[config.mk]
export PLATFORM = sky130hd
export DESIGN_NAME = odd_parity_frame_tx
export DESIGN_NICKNAME = d
export VERILOG_FILES = /design/src/rtl/odd_parity_frame_tx.sv
export SDC_FILE = /design/constraint.sdc
export NUM_CORES = 1
export LEC_CHECK = 0
export BUFFER_PORTS_ARGS = -buffer_cell sky130_fd_sc_hd__buf_2
export CAP_MARGIN = 20
export CORE_MARGIN = 4
export CORE_UTILIZATION = 30
export DETAILED_ROUTE_END_ITERATION = 16
export GPL_TIMING_DRIVEN = 0
export HOLD_SLACK_MARGIN = 0.02
export SYNTH_ARGS = -nofsm -noshare
export SYNTH_HDL_FRONTEND = slang
export SYNTH_SLANG_ARGS = --single-unit
[constraint.sdc]
create_clock -name clk -period 2.85 [get_ports clk]
set_input_delay 0.1425 -clock clk [delete_from_list [all_inputs] [get_ports clk]]
set_output_delay 0.1425 -clock clk [all_outputs]
set_load 0.02 [all_outputs]
[src/rtl/odd_parity_frame_tx.sv]
// Two-requester round-robin serial frame transmitter: start, 4 data bits LSB first,
// odd-parity bit, stop. One shared nibble shift register and parity generator.
module odd_parity_frame_tx #(
  parameter int unsigned CLKS_PER_BIT = 4
) (
  input  logic       clk,
  input  logic       rst,
  input  logic       req0_valid,
  input  logic [3:0] req0_data,
  output logic       req0_ready,
  input  logic       req1_valid,
  input  logic [3:0] req1_data,
  output logic       req1_ready,
  output logic       tx,
  output logic       busy,
  output logic       grant_id,
  output logic       frame_done
);

  localparam logic [2:0] IDLE   = 3'd0;
  localparam logic [2:0] START  = 3'd1;
  localparam logic [2:0] DATA   = 3'd2;
  localparam logic [2:0] PARITY = 3'd3;
  localparam logic [2:0] STOP   = 3'd4;

  localparam logic [15:0] BIT_RELOAD = 16'(CLKS_PER_BIT - 1);

  logic [2:0]  state;
  logic [15:0] cnt;
  logic [3:0]  shift;
  logic        parity;
  logic [1:0]  bit_idx;
  logic        last_grant;

  logic        winner;
  logic        accept;
  logic [3:0]  win_data;
  logic        bit_end;

  // Contention goes to whoever did not win last; a lone valid always wins.
  always_comb begin
    if (req0_valid && req1_valid) begin
      winner = ~last_grant;
    end else if (req1_valid) begin
      winner = 1'b1;
    end else begin
      winner = 1'b0;
    end
  end

  assign accept     = (state == IDLE) && (req0_valid || req1_valid);
  assign win_data   = winner ? req1_data : req0_data;
  assign req0_ready = (state == IDLE) && !winner && req0_valid;
  assign req1_ready = (state == IDLE) &&  winner && req1_valid;
  assign bit_end    = (cnt == 16'd0);
  assign busy       = (state != IDLE);
  assign frame_done = (state == STOP) && bit_end;

  always_ff @(posedge clk or posedge rst) begin
    if (rst) begin
      state      <= IDLE;
      cnt        <= '0;
      shift      <= '0;
      parity     <= 1'b0;
      bit_idx    <= '0;
      last_grant <= 1'b1;
      grant_id   <= 1'b0;
      tx         <= 1'b1;
    end else begin
      case (state)
        IDLE: begin
          tx <= 1'b1;
          if (accept) begin
            shift      <= win_data;
            parity     <= ~^win_data;
            grant_id   <= winner;
            last_grant <= winner;
            cnt        <= BIT_RELOAD;
            bit_idx    <= '0;
            tx         <= 1'b0;
            state      <= START;
          end
        end
        START: begin
          if (bit_end) begin
            cnt   <= BIT_RELOAD;
            tx    <= shift[0];
            state <= DATA;
          end else begin
            cnt <= cnt - 16'd1;
          end
        end
        DATA: begin
          if (bit_end) begin
            cnt   <= BIT_RELOAD;
            shift <= {1'b0, shift[3:1]};
            if (bit_idx == 2'd3) begin
              tx    <= parity;
              state <= PARITY;
            end else begin
              // tx is registered, so it takes the bit that lands in shift[0] after this shift.
              tx      <= shift[1];
              bit_idx <= bit_idx + 2'd1;
            end
          end else begin
            cnt <= cnt - 16'd1;
          end
        end
        PARITY: begin
          if (bit_end) begin
            cnt   <= BIT_RELOAD;
            tx    <= 1'b1;
            state <= STOP;
          end else begin
            cnt <= cnt - 16'd1;
          end
        end
        STOP: begin
          if (bit_end) begin
            tx    <= 1'b1;
            state <= IDLE;
          end else begin
            cnt <= cnt - 16'd1;
          end
        end
        default: begin
          tx    <= 1'b1;
          state <= IDLE;
        end
      endcase
    end
  end

endmodule

==> results.cfg <==
[run_status]
status = completed

[floorplan]
fp.dieW_um = 84.8
core_area_um2 = 5610
die_h_um = 84.8
io_pins = 18
initial_core_util_pct = 31.5
num_rows = 27
dieArea_um2 = 7190

[setup_path]
path_cells = inv_1 -> ha_1 -> nor3b_1 -> nand2_1 -> o31ai_1 -> buf_2 -> a21oi_1
critPathMaxStageDelay_ns = 0.61
path_delay_family = simple AND/OR/NAND/NOR gates
cp_num_buf_inv = 2
critPathMaxFanout = 10
cp.required_ns = 3.00
cpMaxStageDelayCell = o31ai_1
crit_type = register to register
end_kind = register
cp.arrival_ns = 2.72
start_kind = register

[clocking]
cts_made_buffers = 5
cts_tree = done
htreeDepth = 2
root_buffer = clkbuf_8
cts.clk_slew.worst_paths_ns = 0.07
post_cts_buffers = 0
clock_latency_ns = 0.28
clockBufferDepth = 2
clkSinkCount = 29

[detailed_routing]
wl_per_cell_um = 13.4
drtIter0Drc = 86
ant_nets = 0
first_pass_iters = 4
vias = 1536
drc = 0
vias_per_cell = 5.30
wl_um = 3900

[grt]
met3_usage_pct = 2.85
top_usage_layer = met2
grt_overflow = 0
grt_pass1_wl_um = 6800
grt_max_degree = 23
use_met1_pct = 14.9
grt.total_usage_pct = 11.5
use_met2_pct = 18.4
grt_antenna_before_repair = 0
grt_pass1_vias = 1455

[place]
post-place-ws_ns = 0.313
numPortBuffers = 16
gp_congestion = 0.767
hpwl_um = 2850

[sta]
slew_violations = 0
tightest_slew_ns = 0.700
setup_ws_ns = 0.277
max_freq_mhz = 389
maxSlewHeadroom_pct = 53.2
hold_violations = 0
worst_clock_skew_ns = 0.0108
rsz0062_at_grt = false
period_minus_slack_ns = 2.57
fin_tns_setup_ns = 0
setup_viol = 0
fin_crit_sh_pct = 90.3

[logic_synthesis]
syn_area_um2 = 1770
ys_seq_elements = 29
yosysMostFrequentCell = dfrtp_1
synth_nets = 207
synthFlopType = dfrtp_1
synth_cells = 192
postSynthAreaPerCell_um2 = 9.21
ys_warn_count = 0
yosysTopAreaCell = dfrtp_1
ys_async_sr_fraction_pct = 100
synth_top_area_share_pct = 38.2
ys_types = 52
yosysSeqAreaShare_pct = 41.2
synth_edf_count = 0
synth_common_cells = dfrtp_1, nand2_1, a21oi_1, nor2_1, o21ai_0
ys_top_cells_by_area = dfrtp_1, a21oi_1, o21ai_0

[finish]
antenna-diode-count = 0
drive_above_1_share_pct = 22.0
final_nets = 232
fillers = 592
area_delta_synth_final_pct = 16.3

[worst_hold_path]
hold_class = input port to register

[flow_run]
cap_violations = 0

[power_and_ir_drop]
power_leakage_uw = 0.000826
power-per-cell-area_nw_per_um2 = 846
peakVddDrop_v = 0.000294
layout make-up:
| class | instances | area (µm²) | share of cell area (%) |
|---|---|---|---|
| Tap cell | 72 | 90.1 | 4.38 |
| Timing Repair Buffer | 18 | 118 | 5.72 |
| Inverter | 5 | 18.8 | 0.913 |
| Multi-Input combinational cell | 151 | 986 | 48.0 |
| Sequential cell | 29 | 728 | 35.4 |
| Clock buffer | 8 | 80.1 | 3.90 |
| Buffer | 7 | 35.0 | 1.70 |
layout by cell type, fill, tap and decap left out, types with 3 or more instances in the layout:
master    instances
xor2_1            5
o21ai_0          15
or3_1             6
or4_1             3
buf_2            19
o31ai_1           6
nor4_1            3
o221a_2           3
inv_1             5
a211oi_1          3
a21oi_1          17
nand3_1           4
clkbuf_1          5
clkbuf_8          5
dfrtp_1          27
ha_1              3
nand2_1          18
xnor2_1           4
nor2_1           16
o211ai_1          5
mux2i_1           5
power by group:
part	leakage, µW	switching (µW)	internal [µW]
clock	0.0000395	150	173
sequential	0.000355	173	595
combinational	0.000431	360	287
total	0.000826	684	1060
registers in the layout, summed over array words and instances, names as in the netlist:
name,count
cnt,16
shift,4
state,3
bit_idx,2
grant_id,1
last_grant,1
parity,1
tx,1
final timing paths:
check	endpoint	depth (start not counted)	slack, ns	start
max	cnt[10]	7	0.28	cnt[0]
min	last_grant	3	0.17	req1_valid
max reg2reg	cnt[10]	7	0.28	cnt[0]
min reg2reg	grant_id	1	0.48	grant_id
max in group asynchronous	last_grant	4	1.91	rst
min in group asynchronous	cnt[10]	3	0.40	rst
logic make-up (layout without fill, tap and decap cells):
family / count (synthesis) / count (layout) / share of synthesized area (%)
simple gates: 73 / 73 / 23.9
mux: 5 / 5 / 2.83
xor+xnor: 9 / 9 / 4.46
fa+ha+maj: 3 / 3 / 2.12
compound gates: 61 / 61 / 22.4
buf+inv: 12 / 38 / 3.04
flops: 29 / 29 / 41.2
what timing repair did:
action | in CTS | in global routing
gates resized for setup | 0 | 0
hold endpoints to repair | 7 | 0
hold buffers | 1 | 0
routing by layer:
layer	wire length, µm	part of all wire (%)
met1	1930	49
met2	1800	46
met3	109	2.8
met4	59	1.5
met5	0	0
metrics by stage:
stage | hold WS [ns] | area [µm²] | std cells | utilization [%] | power (µW)
6_report | 0.167 | 2060 | 290 | 36.7 | 1740
5_1_grt | 0.210 | 2060 | 290 | 36.7 | 1900
3_3_place_gp | 0.459 | 1940 | 280 | 34.6 | 1400
4_1_cts | 0.160 | 2060 | 290 | 36.7 | 1750
2_1_floorplan | 0.219 | 1770 | 192 | - | 1240
3_5_place_dp | 0.169 | 1970 | 281 | 35.1 | 1420
worst reg2reg max path, cell delays in order, from the launching register on:
cell and delay (ns):
dfrtp_1 0.38, inv_1 0.16, ha_1 0.16, nor3b_1 0.55, nand2_1 0.16, o31ai_1 0.61, buf_2 0.35, a21oi_1 0.08
(Power assumes the default switching activity.)
